File: config.mk
export PLATFORM = sky130hd
export DESIGN_NAME = huffman_decoder_flat
export DESIGN_NICKNAME = d
export VERILOG_FILES = /design/src/rtl/huffman_pkg.sv /design/src/rtl/huffman_decoder_if.sv /design/src/rtl/huffman_match.sv /design/src/rtl/huffman_decoder.sv /design/src/flat_wrapper.sv
export SDC_FILE = /design/constraint.sdc
export NUM_CORES = 1
export LEC_CHECK = 0
export BUFFER_PORTS_ARGS = -buffer_cell sky130_fd_sc_hd__buf_2
export CORE_MARGIN = 2
export CORE_UTILIZATION = 55
export DETAILED_ROUTE_END_ITERATION = 10
export GPL_ROUTABILITY_DRIVEN = 0
export PLACE_DENSITY = 0.76
export SYNTH_ARGS = -nofsm -noshare
export SYNTH_HDL_FRONTEND = slang
export SYNTH_SLANG_ARGS = --single-unit
File: constraint.sdc
create_clock -name clk -period 6.8 [get_ports clk]
set_input_delay 0 -clock clk [delete_from_list [all_inputs] [get_ports clk]]
set_output_delay 0 -clock clk [all_outputs]
set_load 0.01 [all_outputs]
File: src/rtl/huffman_pkg.sv
// Shared types and sizes for the Huffman decode path.
package huffman_pkg;

    localparam int unsigned NSYM   = 10;
    localparam int unsigned MAXLEN = 9;
    localparam int unsigned SYM_W  = 4;
    localparam int unsigned LEN_W  = 4;
    localparam int unsigned CODE_W = 9;

    // One codeword table entry; len == 0 marks the entry unused.
    typedef struct packed {
        logic [CODE_W-1:0] code;
        logic [LEN_W-1:0]  len;
    } huff_entry_t;

    typedef enum logic [1:0] {
        ST_IDLE   = 2'd0,
        ST_DECODE = 2'd1,
        ST_FLUSH  = 2'd2
    } huff_state_t;

    // Mask covering the low len bits of a codeword.
    function automatic logic [CODE_W-1:0] len_mask(input logic [LEN_W-1:0] len);
        logic [CODE_W-1:0] m;
        m = '0;
        for (int unsigned b = 0; b < CODE_W; b++) begin
            m[b] = (b < 32'(len));
        end
        return m;
    endfunction

endpackage

File: src/rtl/huffman_decoder_if.sv
// Table-write, serial-bitstream and decoded-symbol signals of the decoder.
interface huffman_decoder_if;
    import huffman_pkg::*;

    logic              tbl_wr;
    logic [SYM_W-1:0]  tbl_sym;
    logic [CODE_W-1:0] tbl_code;
    logic [LEN_W-1:0]  tbl_len;
    logic              in_start;
    logic              in_data;
    logic              in_done;
    logic              out_valid;
    logic [SYM_W-1:0]  out_sym;
    logic              out_done;
    logic              err;
    logic              busy;

    modport master (
        output tbl_wr, tbl_sym, tbl_code, tbl_len, in_start, in_data, in_done,
        input  out_valid, out_sym, out_done, err, busy
    );

    modport slave (
        input  tbl_wr, tbl_sym, tbl_code, tbl_len, in_start, in_data, in_done,
        output out_valid, out_sym, out_done, err, busy
    );
endinterface

File: src/rtl/huffman_match.sv
// Combinational codeword search: finds the lowest-index entry whose length
// equals the bits collected so far and whose code equals those bits.
module huffman_match
    import huffman_pkg::*;
(
    input  huff_entry_t       tbl_i [NSYM],
    input  logic [CODE_W-1:0] acc_n_i,
    input  logic [LEN_W-1:0]  cnt_n_i,
    output logic              hit_o,
    output logic [SYM_W-1:0]  idx_o
);

    // Scan from the top down so the lowest matching index is the one kept.
    always_comb begin
        hit_o = 1'b0;
        idx_o = '0;
        for (int i = NSYM - 1; i >= 0; i--) begin
            if ((tbl_i[i].len != '0) && (tbl_i[i].len == cnt_n_i) &&
                ((tbl_i[i].code & len_mask(tbl_i[i].len)) ==
                 (acc_n_i & len_mask(tbl_i[i].len)))) begin
                hit_o = 1'b1;
                idx_o = SYM_W'(i);
            end
        end
    end

endmodule

File: src/rtl/huffman_decoder.sv
// Serial MSB-first Huffman decoder with a loadable codeword table.
// Optional feature macro: HUFFDEC_ERR_EN (overflow/trailing-bit err pulse
// plus an 8-bit saturating err_cnt_q); when undefined err is tied low.
module huffman_decoder
    import huffman_pkg::*;
(
    input logic              clk,
    input logic              rst_n,
    huffman_decoder_if.slave bus
);

    huff_state_t         state_q, state_d;
    logic [CODE_W-2:0]   acc_q, acc_d;
    logic [LEN_W-1:0]    cnt_q, cnt_d;
    huff_entry_t         tbl_q [NSYM];
    logic                out_valid_q, out_valid_d;
    logic [SYM_W-1:0]    out_sym_q, out_sym_d;
    logic                out_done_q, out_done_d;
    logic                busy_q, busy_d;

    logic                start_c;
    logic                active_c;
    logic                tbl_we_c;
    logic [CODE_W-2:0]   acc_base_c;
    logic [LEN_W-1:0]    cnt_base_c;
    logic [CODE_W-1:0]   acc_n_c;
    logic [LEN_W-1:0]    cnt_n_c;
    logic                hit_c;
    logic [SYM_W-1:0]    idx_c;
    logic                overflow_c;

`ifdef HUFFDEC_ERR_EN
    logic                err_q, err_d;
    logic [7:0]          err_cnt_q, err_cnt_d;
`endif

    // Next shift-register contents; a start bit discards any partial code.
    always_comb begin
        start_c    = bus.in_start && (state_q != ST_FLUSH);
        active_c   = start_c || (state_q == ST_DECODE);
        acc_base_c = start_c ? '0 : acc_q;
        cnt_base_c = start_c ? '0 : cnt_q;
        acc_n_c    = {acc_base_c, bus.in_data};
        cnt_n_c    = cnt_base_c + LEN_W'(1);
        overflow_c = (cnt_n_c == LEN_W'(MAXLEN));
        tbl_we_c   = (state_q == ST_IDLE) && bus.tbl_wr && !bus.in_start &&
                     (bus.tbl_sym < SYM_W'(NSYM));
    end

    huffman_match u_match (
        .tbl_i   (tbl_q),
        .acc_n_i (acc_n_c),
        .cnt_n_i (cnt_n_c),
        .hit_o   (hit_c),
        .idx_o   (idx_c)
    );

    // Frame FSM, bit accumulation and output next-state.
    always_comb begin
        state_d     = state_q;
        acc_d       = acc_q;
        cnt_d       = cnt_q;
        out_valid_d = 1'b0;
        out_sym_d   = out_sym_q;
        out_done_d  = 1'b0;
`ifdef HUFFDEC_ERR_EN
        err_d       = 1'b0;
        err_cnt_d   = err_cnt_q;
`endif

        case (state_q)
            ST_IDLE:   if (start_c) state_d = ST_DECODE;
            ST_DECODE: state_d = ST_DECODE;
            ST_FLUSH:  state_d = ST_IDLE;
            default:   state_d = ST_IDLE;
        endcase

        if (active_c) begin
            if (hit_c) begin
                out_valid_d = 1'b1;
                out_sym_d   = idx_c;
                acc_d       = '0;
                cnt_d       = '0;
            end else if (overflow_c) begin
                acc_d = '0;
                cnt_d = '0;
`ifdef HUFFDEC_ERR_EN
                err_d = 1'b1;
`endif
            end else begin
                acc_d = acc_n_c[CODE_W-2:0];
                cnt_d = cnt_n_c;
            end

            if (bus.in_done) begin
                state_d    = ST_FLUSH;
                out_done_d = 1'b1;
                acc_d      = '0;
                cnt_d      = '0;
`ifdef HUFFDEC_ERR_EN
                if (!hit_c) err_d = 1'b1;
`endif
            end
        end

`ifdef HUFFDEC_ERR_EN
        if (start_c) err_cnt_d = '0;
        if (err_d && (err_cnt_d != 8'hFF)) err_cnt_d = err_cnt_d + 8'd1;
`endif

        busy_d = (state_d != ST_IDLE);
    end

    // State, datapath and registered outputs.
    always_ff @(posedge clk or negedge rst_n) begin
        if (!rst_n) begin
            state_q     <= ST_IDLE;
            acc_q       <= '0;
            cnt_q       <= '0;
            out_valid_q <= 1'b0;
            out_sym_q   <= '0;
            out_done_q  <= 1'b0;
            busy_q      <= 1'b0;
        end else begin
            state_q     <= state_d;
            acc_q       <= acc_d;
            cnt_q       <= cnt_d;
            out_valid_q <= out_valid_d;
            out_sym_q   <= out_sym_d;
            out_done_q  <= out_done_d;
            busy_q      <= busy_d;
        end
    end

    // Codeword table storage, written only while idle.
    always_ff @(posedge clk or negedge rst_n) begin
        if (!rst_n) begin
            for (int i = 0; i < NSYM; i++) tbl_q[i] <= '0;
        end else if (tbl_we_c) begin
            tbl_q[bus.tbl_sym] <= '{code: bus.tbl_code, len: bus.tbl_len};
        end
    end

`ifdef HUFFDEC_ERR_EN
    // Error pulse and saturating per-frame error count.
    always_ff @(posedge clk or negedge rst_n) begin
        if (!rst_n) begin
            err_q     <= 1'b0;
            err_cnt_q <= '0;
        end else begin
            err_q     <= err_d;
            err_cnt_q <= err_cnt_d;
        end
    end

    assign bus.err = err_q;
`else
    assign bus.err = 1'b0;
`endif

    assign bus.out_valid = out_valid_q;
    assign bus.out_sym   = out_sym_q;
    assign bus.out_done  = out_done_q;
    assign bus.busy      = busy_q;

endmodule

File: src/flat_wrapper.sv
// flat-port wrapper written by rule: the top's interface ports become plain ports
module huffman_decoder_flat import huffman_pkg::*;
  (clk, rst_n, bus_tbl_wr, bus_tbl_sym, bus_tbl_code, bus_tbl_len, bus_in_start, bus_in_data, bus_in_done, bus_out_valid, bus_out_sym, bus_out_done, bus_err, bus_busy);
  huffman_decoder_if bus_i ();
  input logic clk;
  input logic rst_n;
  input wire logic [$bits(bus_i.tbl_wr)-1:0] bus_tbl_wr;
  input wire logic [$bits(bus_i.tbl_sym)-1:0] bus_tbl_sym;
  input wire logic [$bits(bus_i.tbl_code)-1:0] bus_tbl_code;
  input wire logic [$bits(bus_i.tbl_len)-1:0] bus_tbl_len;
  input wire logic [$bits(bus_i.in_start)-1:0] bus_in_start;
  input wire logic [$bits(bus_i.in_data)-1:0] bus_in_data;
  input wire logic [$bits(bus_i.in_done)-1:0] bus_in_done;
  output wire logic [$bits(bus_i.out_valid)-1:0] bus_out_valid;
  output wire logic [$bits(bus_i.out_sym)-1:0] bus_out_sym;
  output wire logic [$bits(bus_i.out_done)-1:0] bus_out_done;
  output wire logic [$bits(bus_i.err)-1:0] bus_err;
  output wire logic [$bits(bus_i.busy)-1:0] bus_busy;
  assign bus_i.tbl_wr = bus_tbl_wr;
  assign bus_i.tbl_sym = bus_tbl_sym;
  assign bus_i.tbl_code = bus_tbl_code;
  assign bus_i.tbl_len = bus_tbl_len;
  assign bus_i.in_start = bus_in_start;
  assign bus_i.in_data = bus_in_data;
  assign bus_i.in_done = bus_in_done;
  assign bus_out_valid = bus_i.out_valid;
  assign bus_out_sym = bus_i.out_sym;
  assign bus_out_done = bus_i.out_done;
  assign bus_err = bus_i.err;
  assign bus_busy = bus_i.busy;
  huffman_decoder u_core (.clk(clk), .rst_n(rst_n), .bus(bus_i));
endmodule
==> impl_metrics.yaml <==
clock_network:
  postCtsSetupBuffers: 0
  h-tree-depth: 4
  worst_setup_hold_path_clk_slew_ns: 0.06
  cts-root-to-sink-buffers: 2
  cts-buffers-inserted: 17
  clock_latency_ns: 0.43
  cell_at_the_root_of_the_clock_tree: "clkbuf_16"
  cts_tree: "done"
  numClockSinks: 151
power:
  pwr-share-clk_pct: 32.4
  swShare_pct: 31.55
  power.net_switching_uw: 871.5
  irDropWorstVdd_v: 0.0002003
  power_report.internal_total_uw: 1891
  power_leakage_uw: 0.004013
  seq_power_share_pct: 44.1
  power.density_cell_area_nw_per_um2: 302.7
  pwr-share-comb_pct: 23.5
routing:
  dr.first_iter.drc_count: 573
  route.final.wire_length_um: 21220
  drt_first_pass_iters: 6
  drt-vias-per-instance: 6.352
  dr_total_vias: 6111
  drc: 0
  m1WireLength_um: 8978
  drt-wirelength-per-cell_um: 22.06
  ant_nets: 0
  top_signal_layer_used: "met4"
  wl_met2_um: 9818
  wl_met3_um: 1614
worst_setup_path:
  worst_setup_path_end_kind: "flop"
  critical_path.reg2reg.startpoint: "u_core.state_q[0]"
  setup.reg_to_reg.worst_slack_ns: 2.18
  critical_path.n_buffers_inverters: 1
  cp_max_fo: 14
  timing.critical_path.slowest_stage_cell: "ha_1"
  cpLargestDelayFamily: "simple AND/OR/NAND/NOR gates"
  cp_data_required_time_ns: 7.07
  crit_start: "u_core.state_q[0]"
  worst-r2r-cell-count: 14
  critical_path_startpoint_category: "flop"
  worst_setup_path_endpoint: "u_core.acc_q[1]"
  worst-path-stages: 14
  worst_path_largest_cell_delay_ns: 0.70
  critical_path.most_common_cell: "or4_1"
  crit_path_cell_trace: "nand2b_1, nand2_1, and2_1, inv_1, ha_1, xor2_1, a21oi_1, o221ai_1, or4_1, nor4_1, nand4bb_1, or4_1, a311o_1, o22ai_1"
  cp.arrival_ns: 4.89
  critPathKind: "flop to flop"
  r2r-end: "u_core.acc_q[1]"
placed_design:
  port_buffers: 29
  placedCellCount: 927
  detailedPlacementHpwl_um: 13850
sta:
  fmax_ghz: 0.2167
  unrepaired_setup_endpoints_after_global_routing: "false"
  post-route-period-util_pct: 67.87
  timing.max_slew.rel_slack_pct: 22.11
  layout_min_cycle_time_ns: 4.615
  final_report_max_slew_violation_count: 0
  setup-tns-final_ns: 0
  timing_hold_violations_final: 0
  worst_margin_slew_ns: 1.164
  finClkSkew_ns: 0.008939
  setup_viol: 0
logic_synthesis:
  synth_enable_flop_cells: 0
  ys_ff_latch: 151
  post_synthesis_simple_gate_area_fraction_pct: 10.74
  yosys.area_share.adder_pct: 0.2997
  syn_inst: 762
  ys.flop_type: "dfrtp_1"
  yosysWarningCount: 0
  synth_cell_type_count: 66
  synth_top_family_by_area: "multiplexers"
  ys_async_sr_fraction_pct: 100.0
  postSynthNetCount: 787
  postSynthAreaPerCell_um2: 10.96
  synth.area.mux_share_pct: 17.62
  seq_area_frac_synth_pct: 45.25
  yosys.area_share.xor_xnor_pct: 12.06
  synth-compound-area-share_pct: 10.13
  synth_area_um2: 8351
global_routing:
  antenna_found_initial: 0
  first_global_vias: 6055
  groute.usage.overall_pct: 27.41
  grt.overflow.total: 0
  grt_start_max_net_pins: 83
  grt_first_pass_wirelength_um: 33370
cells_and_area:
  syn_to_final_growth_pct: 9.275
  fin_nets: 787
  most_frequent_cells_in_the_layout: "dfrtp_1, mux2_2, xnor2_1, nor2_1, xor2_1"
  final.fill_count: 1159
  post_route_cells_drive_above_1_share_pct: 27.52
  register_area_um2: 3779
  diodes: 0
  layout.cells.non_filler: 962
  multi_input_area_um2: 4265
  final_common_cell: "dfrtp_1"
floorplan:
  floorplan.io_pins: 31
  die_h_um: 127.2
  die_w_um: 127.2
  dieArea_um2: 16180
  floorplan.rows: 45
  fp.coreArea_um2: 15030
  initial_utilization_pct: 55.55
status:
  outcome: "finished, final reports clean"
run:
  max_cap_viol_count: 0
min_path:
  min-delay-path-class: "input port to flop"
## how the worst min path moves through the flow
stage / startpoint / to / slack [ns] / cells after the start
after floorplan: rst_n / u_core.acc_q[0] / -0.30 / 0
after global placement: rst_n / u_core.tbl_q[53] / 0.04 / 1
after detailed placement: rst_n / u_core.tbl_q[60] / 0.05 / 1
after CTS: bus_in_data / u_core.acc_q[0] / 0.01 / 3
after global routing: bus_in_data / u_core.acc_q[0] / 0.03 / 3
final: bus_in_data / u_core.acc_q[0] / 0.03 / 3
## repair_timing
action | in CTS | in global routing
resized for setup | 0 | 0
endpoints found under the hold margin | 76 | 0
hold buffers | 4 | 0
## cell families (layout without fill, tap and decap cells)
group / count (synthesis) / in the layout
DFF: 151 / 151
xor gates and xnor gates: 112 / 112
AOI/OAI and AO/OA: 122 / 122
adders and majority gates: 2 / 2
other: 1 / 1
buffers and inverters: 71 / 83
and+or+nand+nor: 172 / 172
muxes: 131 / 131
## cells in the mapped netlist, types with 3 or more instances
cell / instances / area [um^2]
clkbuf_2: 3 / 15.01
buf_4: 8 / 60.06
o22ai_1: 12 / 75.07
nor3b_1: 5 / 37.54
nor3_1: 30 / 150.1
o2111ai_1: 8 / 70.07
o211ai_1: 6 / 45.04
nand2_1: 35 / 131.4
and2_1: 4 / 25.02
o21ai_1: 3 / 15.01
a31oi_1: 4 / 25.02
buf_2: 5 / 25.02
buf_1: 22 / 82.58
xor2_1: 37 / 324.1
clkbuf_1: 19 / 71.32
o31ai_1: 7 / 52.55
a21oi_1: 20 / 100.1
xnor2_1: 73 / 639.4
o21ai_0: 31 / 155.2
nor2_1: 37 / 138.9
a21boi_2: 3 / 33.78
nand4_1: 3 / 18.77
mux2_2: 128 / 1441
dfrtp_1: 151 / 3779
nand3b_1: 4 / 30.03
mux2i_1: 3 / 30.03
or4_1: 3 / 22.52
inv_1: 10 / 37.54
nor2b_1: 6 / 37.54
or3_1: 6 / 37.54
a21boi_1: 5 / 37.54
nand2b_1: 6 / 37.54
nor4_1: 9 / 56.30
nand3_1: 9 / 45.04
## per-layer routing
layer	track usage, %	up-vias
li1	-	2699
met1	36.50	3060
met2	42.79	291
met3	7.035	61
met4	11.96	0
met5	0	-
## flip-flops by register name (all words and copies together), names as in the netlist
register              cells
u_core.state_q            2
u_core.acc_q              8
u_core.bus.out_valid      1
u_core.bus.out_sym        4
u_core.bus.out_done       1
u_core.tbl_q            130
u_core.bus.busy           1
u_core.cnt_q              4
## power by group through the flow
stage	clock, uW	sequential, uW	combinational, uW
global placement	0	1210	612
detailed placement	0	1230	639
global route	954	1240	714
CTS	910	1210	646
finish	895	1220	650
floorplan	0	1170	518
## metrics by stage
step / utilization [%] / setup WS, ns / hold slack [ns] / power (uW) / instance area (um^2)
floorplan: - / 3.056 / -0.2956 / 1686 / 8351
global placement: 56.73 / 2.516 / 0.04375 / 1827 / 8528
detailed placement: 56.73 / 2.263 / 0.05303 / 1865 / 8528
CTS: 60.70 / 2.246 / 0.01282 / 2768 / 9125
global route: 60.70 / 1.859 / 0.03043 / 2905 / 9125
finish: 60.70 / 2.185 / 0.03320 / 2762 / 9125
## area by class of cell
class | count | area share, %
Clock inverter | 11 | 1.097
Clock buffer | 20 | 5.005
Multi-Input combinational cell | 540 | 46.74
Sequential cell | 151 | 41.41
Timing Repair Buffer | 40 | 2.674
Tap cell | 188 | 2.578
Inverter | 12 | 0.4936
## worst min-delay path, delay by kind of cell
kind,cells,cell delay (ns)
compound gates,1,0.06
buf+inv,2,0.35
Power figures use the tool's default switching activity.
